**src/rtl/mine_placer.sv**
```systemverilog
// mine_placer: builds an 8x8 Buscaminas board. On start it clears the board, places
// pseudo-random distinct bombs with a 16-bit LFSR, then scans every cell once to write
// its adjacent-bomb count. The finished board is held on board_out until the next run.
// Optional feature macro: MINE_PLACER_SAFE_CELL_EN adds a cell that never receives a bomb.
module mine_placer #(
    parameter int unsigned MAX_BOMBS    = 63,
    parameter logic [15:0] DEFAULT_SEED = 16'hACE1
) (
    input  logic        clk,
    input  logic        rst,
    input  logic        start,
    input  logic [7:0]  bombs,
    input  logic [15:0] seed,
`ifdef MINE_PLACER_SAFE_CELL_EN
    input  logic [2:0]  safe_row,
    input  logic [2:0]  safe_col,
`endif
    output logic        busy,
    output logic        done,
    output logic [6:0]  placed_count,
    output logic [8:0]  board_out [0:7][0:7]
);

    localparam logic [2:0] StIdle  = 3'd0;
    localparam logic [2:0] StClear = 3'd1;
    localparam logic [2:0] StPlace = 3'd2;
    localparam logic [2:0] StCount = 3'd3;
    localparam logic [2:0] StDone  = 3'd4;

    logic [2:0]  state_q;
    logic [15:0] lfsr_q;
    logic [6:0]  target_q;
    logic [6:0]  placed_q;
    logic [5:0]  scan_q;
    logic [63:0] bomb_q;
    logic [3:0]  cnt_q [0:63];

    logic [15:0] lfsr_step;
    logic [5:0]  cand;
    logic        cand_ok;
    logic [6:0]  target_clamp;
    logic [3:0]  nb_cnt;
    int          nr;
    int          nc;

`ifdef MINE_PLACER_SAFE_CELL_EN
    logic [5:0] safe_q;
`endif

    // Next LFSR value and the candidate cell it selects
    always_comb begin
        lfsr_step = {lfsr_q[14:0], lfsr_q[15] ^ lfsr_q[13] ^ lfsr_q[12] ^ lfsr_q[10]};
        cand      = lfsr_step[5:0];
`ifdef MINE_PLACER_SAFE_CELL_EN
        cand_ok   = ~bomb_q[cand] && (cand != safe_q);
`else
        cand_ok   = ~bomb_q[cand];
`endif
    end

    // Clamp the requested bomb count; the safe cell build must leave one cell free
    always_comb begin
        if (32'(bombs) > MAX_BOMBS) begin
            target_clamp = 7'(MAX_BOMBS);
        end else begin
            target_clamp = bombs[6:0];
        end
`ifdef MINE_PLACER_SAFE_CELL_EN
        if (target_clamp > 7'd63) begin
            target_clamp = 7'd63;
        end
`endif
    end

    // Bomb count among the in-bounds neighbours of the scanned cell (no wrap-around)
    always_comb begin
        nb_cnt = 4'd0;
        nr     = 0;
        nc     = 0;
        for (int dr = -1; dr <= 1; dr++) begin
            for (int dc = -1; dc <= 1; dc++) begin
                nr = int'(scan_q[5:3]) + dr;
                nc = int'(scan_q[2:0]) + dc;
                if ((dr != 0 || dc != 0) && nr >= 0 && nr <= 7 && nc >= 0 && nc <= 7) begin
                    nb_cnt = nb_cnt + {3'b000, bomb_q[6'(nr * 8 + nc)]};
                end
            end
        end
    end

    // Control FSM: sequencing, LFSR, bomb tally and scan index
    always_ff @(posedge clk) begin
        if (rst) begin
            state_q  <= StIdle;
            lfsr_q   <= DEFAULT_SEED;
            target_q <= 7'd0;
            placed_q <= 7'd0;
            scan_q   <= 6'd0;
`ifdef MINE_PLACER_SAFE_CELL_EN
            safe_q   <= 6'd0;
`endif
        end else begin
            case (state_q)
                StIdle: begin
                    if (start) begin
                        target_q <= target_clamp;
                        lfsr_q   <= (seed == 16'h0000) ? DEFAULT_SEED : seed;
`ifdef MINE_PLACER_SAFE_CELL_EN
                        safe_q   <= {safe_row, safe_col};
`endif
                        state_q  <= StClear;
                    end
                end
                StClear: begin
                    placed_q <= 7'd0;
                    scan_q   <= 6'd0;
                    state_q  <= (target_q == 7'd0) ? StCount : StPlace;
                end
                StPlace: begin
                    lfsr_q <= lfsr_step;
                    if (cand_ok) begin
                        placed_q <= placed_q + 7'd1;
                        if (placed_q + 7'd1 == target_q) begin
                            state_q <= StCount;
                        end
                    end
                end
                StCount: begin
                    scan_q <= scan_q + 6'd1;
                    if (scan_q == 6'd63) begin
                        state_q <= StDone;
                    end
                end
                StDone: begin
                    state_q <= StIdle;
                end
                default: begin
                    state_q <= StIdle;
                end
            endcase
        end
    end

    // Board storage: cleared in CLEAR, bombs set in PLACE, counts written in COUNT
    always_ff @(posedge clk) begin
        if (rst) begin
            bomb_q <= 64'd0;
            for (int i = 0; i < 64; i++) begin
                cnt_q[i] <= 4'd0;
            end
        end else begin
            case (state_q)
                StClear: begin
                    bomb_q <= 64'd0;
                    for (int i = 0; i < 64; i++) begin
                        cnt_q[i] <= 4'd0;
                    end
                end
                StPlace: begin
                    if (cand_ok) begin
                        bomb_q[cand] <= 1'b1;
                    end
                end
                StCount: begin
                    cnt_q[scan_q] <= nb_cnt;
                end
                default: begin
                end
            endcase
        end
    end

    assign busy         = (state_q != StIdle);
    assign done         = (state_q == StDone);
    assign placed_count = placed_q;

    for (genvar gr = 0; gr < 8; gr++) begin : g_row
        for (genvar gc = 0; gc < 8; gc++) begin : g_col
            assign board_out[gr][gc] = {4'b0000, cnt_q[gr * 8 + gc], bomb_q[gr * 8 + gc]};
        end
    end

endmodule
```
**config.mk**
```make
export PLATFORM = sky130hd
export DESIGN_NAME = mine_placer
export DESIGN_NICKNAME = d
export VERILOG_FILES = /design/src/rtl/mine_placer.sv
export SDC_FILE = /design/constraint.sdc
export NUM_CORES = 1
export LEC_CHECK = 0
export ABC_AREA = 1
export BUFFER_PORTS_ARGS = -buffer_cell sky130_fd_sc_hd__buf_2
export CORE_AREA = 10 10 229 231
export DETAILED_ROUTE_END_ITERATION = 8
export DIE_AREA = 0 0 239 241
export GPL_TIMING_DRIVEN = 0
export HOLD_SLACK_MARGIN = 0.1
export PLACE_DENSITY = 0.63
export SYNTH_ARGS = -nofsm -noshare
export SYNTH_HDL_FRONTEND = slang
export SYNTH_SLANG_ARGS = --single-unit
export TNS_END_PERCENT = 50
```
**constraint.sdc**
```tcl
create_clock -name clk -period 9.2 [get_ports clk]
set_clock_uncertainty 0.1 [all_clocks]
set_input_delay 0.92 -clock clk [delete_from_list [all_inputs] [get_ports clk]]
set_output_delay 0.92 -clock clk [all_outputs]
set_load 0.05 [all_outputs]
```
==> results of run 1 <==
[synth_stat cells (7+ instances only)]
library cell	n	area share (%)
nand2_1	378	7.3
buf_4	264	10
edfxtp_1	256	40
nor2_1	251	4.8
nand3_1	184	4.7
inv_1	151	2.9
dfxtp_1	103	11
a21oi_1	99	2.5
nor2_4	62	3.6
o22ai_1	42	1.4
o21ai_0	41	1.1
ha_1	30	1.9
buf_2	29	0.75
nor3_1	26	0.67
clkbuf_1	25	0.48
nand4_1	14	0.45
xor2_1	12	0.54
a211oi_1	10	0.39
inv_2	10	0.19
nand2_2	9	0.29
or2_2	8	0.26
buf_6	7	0.41
xnor2_1	7	0.32
[registers in the layout (all words and copies together), names as in the netlist]
name and flops:
cnt_q 256, bomb_q 64, lfsr_q 16, placed_count 7
target_q 7, scan_q 6, state_q 3
[metal layers]
layer | routed length [um] | GRT usage [%]
met4 | 1720 | 6.71
met3 | 6990 | 6.24
met1 | 27200 | 27.8
met2 | 33100 | 38.6
met5 | 0 | 0
[where the power goes]
| part | leakage (nW) | internal (mW) | switching (mW) | total [mW] |
|---|---|---|---|---|
| clock | 0.601 | 0.856 | 0.659 | 1.52 |
| sequential | 3.54 | 2.07 | 0.167 | 2.24 |
| combinational | 6.88 | 0.612 | 2.27 | 2.88 |
| total | 11.0 | 3.54 | 3.10 | 6.64 |
[final timing paths]
path / start / end / cells after the start
max reg2reg: scan_q[0] / cnt_q[53][1] / 36
min: target_q[6] / target_q[6] / 2
min reg2reg: target_q[6] / target_q[6] / 2
max: scan_q[0] / cnt_q[53][1] / 36
[cell type report]
type                    instances  area, sq um  share of cell area, %
clock inverters                21          150                  0.621
inverters                     168          633                   2.62
diodes                          1         2.50                 0.0103
repair buffers                355         1780                   7.36
plain buffers                 336         2440                   10.1
clock buffers                  50         1070                   4.42
multi-input cells            1505         7590                   31.4
flip-flops and latches        359         9750                   40.3
well taps                     615          769                   3.18
[critical path, delay by kind of cell (launching register included)]
family | cells | cell delay, ns
fa+ha+maj | 8 | 2.12
simple gates | 14 | 2.50
flops | 1 | 0.33
compound gates | 7 | 1.76
buf+inv | 7 | 1.26
[cell families after synthesis]
| family | share of synthesized area, % |
|---|---|
| buffers and inverters | 15.8 |
| AO/OA/AOI/OAI | 7.05 |
| flip-flops | 50.2 |
| multiplexers | 0.0772 |
| AND/OR/NAND/NOR | 23.5 |
| XOR/XNOR | 1.19 |
| adder cells (fa/ha/maj) | 2.24 |
| other | 0.0193 |
==> results.toml, run 1 <==
[yosys]
synth_top_flop_cell = "edfxtp_1"
synth.avg_cell_area_sq_um = 9.20
syn_inst = 2112
yosysWarnings = 0
ys_types = 63
synth_edf_count = 256
ys_ff_latch = 359
netlist_area_sq_mm = 0.0194
async_flop_share_pct = 0
seq_area_frac_synth_pct = 50.2

[sta]
final.min_clock_period_ns = 8.34
max_freq_ghz = 0.120
drv_slew = 0
tns_ns = 0
layout_setup_ws_ns = 0.859
setup_viol = 0
max-slew-margin-rel_pct = 3.84
rsz0062_at_grt = "no"
hold_violations = 0
fin_crit_sh_pct = 90.7
holdWs_ns = 0.355
tightest_slew_ns = 1.43

[routing]
avgViaCountPerCell = 4.85
drtAntennaViolNets = 0
drtIter0Drc = 1505
first_pass_iters = 5
routed_wirelength_mm = 69.0
drc = 0
vias = 16600
wl_per_cell_um = 20.2

[pwr]
power_mw = 6.64
worst_ir_drop_vdd_mv = 0.145
p_per_area_mw_per_mm2 = 274
p_leak_nw = 11.0

[setup_path]
critical_path.max_fanout = 10
start_kind = "flip-flop"
crit_type = "flip-flop to flip-flop"
arrival_ns = 8.55
crit_top_cell = "ha_1"
slowest_stage = "o21ai_2"
r2r_slack_ns = 0.86
crit_path_end_kind = "flip-flop"
cp_data_required_time_ns = 9.41
cp_slowest_stage_delay_ns = 0.63

[global_routing]
grt_usage_pct = 22.7
grt_first_pass_wirelength_mm = 100
grt_pass1_vias = 16100
grt_max_degree = 14
antenna_found_initial = 1
grt-ovfl-total = 0

[placed_design]
gp_congestion = 0.963
portBuffers = 354
post-place-ws_ns = 0.879
placed_cell_area_sq_mm = 0.0230
post-place-cells = 3338
place_hpwl_mm = 55.0

[clock_tree]
clockBufferDepth = 3
h-tree-depth = 2
post-cts-setup-buffers = 0
cts_tree = "yes"
clock_sinks = 359
hold_buffers = 0
cts-root-buf = "clkbuf_16"
cts.clk_slew.worst_paths_ns = 0.06
numCtsBuffers = 40
cts-resized-gates = 0
clk_latency_ns = 0.56

[layout]
final_cell_mix = "383 x buf_2, 378 x nand2_1, 265 x buf_4"
finalInstanceArea_sq_mm = 0.0242
drive_gt1_share_pct = 29.8
post-route-util_pct = 50.9
synthToLayoutAreaGrowth_pct = 24.4
fin_cells = 3410
layout_commonest_cell = "buf_2"
fill_cells = 4459
nets = 2825

[outcome]
status = "complete, no violations"

[floorplan]
die_h_um = 241
start_util_pct = 40.9
io_pins = 612
die-width_um = 239
core_area_sq_mm = 0.0475
rows = 80
dieArea_sq_mm = 0.0576

[flow_run]
maxCapViolCount = 0

[worst_hold_path]
hold_path_class = "flip-flop to flip-flop"
No activity file was read; power rests on OpenSTA's default activity.
==> inputs of run 2 (changes only) <==
RECOVER_POWER = 100   (was unset)
==> run 2 against run 1 <==
The flow now finishes with violations (max-capacitance violations, max-slew violations). Largest cell class unchanged. Register-to-register slack lost 0.19 ns. Wire length grew 0.38%. Global-route usage is the same. Sequential power is essentially flat. Total power shrank 1.3%. Largest power group unchanged. Critical endpoint unchanged. Clock-buffer cell count is the same. Non-clock buffer count is the same.
==> results.toml, run 2 (synthesis results as in run 1) <==
[clock_tree]
h-tree-depth = 2
cts_tree = "yes"
cts-resized-gates = 0
clockBufferDepth = 3
hold_buffers = 0
numCtsBuffers = 40
cts-root-buf = "clkbuf_16"
clk_latency_ns = 0.56
post-cts-setup-buffers = 0
cts.clk_slew.worst_paths_ns = 0.06
clock_sinks = 359

[setup_path]
slowest_stage = "nor2_1"
cp_data_required_time_ns = 9.41
start_kind = "flip-flop"
arrival_ns = 8.73
critical_path.max_fanout = 10
r2r_slack_ns = 0.67
crit_path_end_kind = "flip-flop"
reg2reg_depth = 36
crit_type = "flip-flop to flip-flop"
r2r_start = "scan_q[0]"
cp_slowest_stage_delay_ns = 0.82
r2r-end = "cnt_q[53][1]"
crit_top_cell = "ha_1"

[sta]
setup_viol = 0
hold_violations = 0
tns_ns = 0
drv_slew = 18
max-slew-margin-rel_pct = -3.89
tightest_slew_ns = 1.55
final.min_clock_period_ns = 8.53
rsz0062_at_grt = "no"
max_freq_ghz = 0.117
fin_crit_sh_pct = 92.7

[floorplan]
die-width_um = 239
die_h_um = 241
rows = 80
dieArea_sq_mm = 0.0576
core_area_sq_mm = 0.0475
start_util_pct = 40.9
io_pins = 612

[outcome]
violations = "max-capacitance violations, max-slew violations"
status = "complete, but fails checks"

[pwr]
p_leak_nw = 9.71
worst_ir_drop_vdd_mv = 0.143
p_per_area_mw_per_mm2 = 281

[placed_design]
place_hpwl_mm = 55.0
gp_congestion = 0.963
placed_cell_area_sq_mm = 0.0230
portBuffers = 354

[layout]
final_cell_mix = "381 x clkbuf_1, 379 x nand2_1, 306 x nor2_1"
layout_commonest_cell = "clkbuf_1"
fill_cells = 4752
reg_top3 = "cnt_q (256), bomb_q (64), lfsr_q (16)"
drive_gt1_share_pct = 15.2
top_register = "cnt_q"
largest_reg_flops = 256
nets = 2825
finalInstanceArea_sq_mm = 0.0233
post-route-util_pct = 49.0
synthToLayoutAreaGrowth_pct = 19.8

[routing]
drc = 0
avgViaCountPerCell = 4.86
drtAntennaViolNets = 0
routed_wirelength_mm = 69.2
first_pass_iters = 5
wl_per_cell_um = 20.3
vias = 16600
drtIter0Drc = 1390

[global_routing]
grt-ovfl-total = 0
grt_usage_pct = 22.7
grt_first_pass_wirelength_mm = 100
grt_max_degree = 14
antenna_found_initial = 1
grt_pass1_vias = 16100

[flow_run]
maxCapViolCount = 2

[worst_hold_path]
holdPathEnd = "target_q[6]"
hold_path_class = "flip-flop to flip-flop"
holdPathStages = 2
worstHoldStart = "target_q[6]"
-- run 2: cell types whose count changed in the layout (fill, tap and decap cells not counted), moves of 3 or more --
cell | before | now
buf_2 | 383 | 42
nor2_1 | 249 | 306
nor2_2 | 6 | 3
clkbuf_1 | 31 | 381
nor2_4 | 62 | 9
buf_4 | 265 | 258
-- run 2: per-stage QoR --
stage | worst slack, ns | std cells | hold WS [ns] | total power, mW
detailed placement | 0.879 | 3338 | 0.347 | 5.13
global route | 0.232 | 3410 | 0.375 | 6.84
floorplan | 2.07 | 2368 | 0.336 | 4.37
global placement | 0.976 | 3337 | 0.349 | 5.11
finish | 0.672 | 3410 | 0.356 | 6.55
CTS | 0.839 | 3409 | 0.356 | 6.64
-- run 2: metal layers --
metal / up-vias / routed length, um / track usage (%)
met5: - / 0 / 0
met3: 96 / 7070 / 6.24
met2: 878 / 33300 / 38.6
li1: 7851 / - / -
met1: 7755 / 27300 / 27.8
met4: 0 / 1560 / 6.71
-- run 2: report_power, final --
part,internal [mW],leakage [nW],switching (mW)
clock network,0.856,0.601,0.660
logic,0.511,5.57,2.27
registers,2.08,3.54,0.178
-- run 2: worst max path at each step --
stage | from | end | slack [ns] | depth (start not counted)
3_3_place_gp | scan_q[0] | cnt_q[56][1] | 0.98 | 36
3_5_place_dp | scan_q[0] | cnt_q[54][1] | 0.88 | 36
2_1_floorplan | scan_q[0] | cnt_q[56][1] | 2.07 | 41
6_report | scan_q[0] | cnt_q[53][1] | 0.67 | 36
4_1_cts | scan_q[0] | cnt_q[53][1] | 0.84 | 36
5_1_grt | scan_q[0] | cnt_q[54][1] | 0.23 | 36
-- run 2: final cells by class --
class / instances / area (sq um) / share of cell area [%]
repair buffers: 355 / 1370 / 5.87
diodes: 1 / 2.50 / 0.0107
well taps: 615 / 769 / 3.30
inverters: 168 / 633 / 2.72
clock inverters: 21 / 150 / 0.645
plain buffers: 336 / 2390 / 10.3
multi-input cells: 1505 / 7160 / 30.7
flip-flops and latches: 359 / 9750 / 41.9
clock buffers: 50 / 1070 / 4.59
-- run 2: critical path, delay by kind of cell, from the launching register on --
kind,cells,cell delay [ns]
simple gates,14,2.82
fa+ha+maj,8,2.12
compound gates,7,1.77
buf+inv,7,1.11
flops,1,0.33
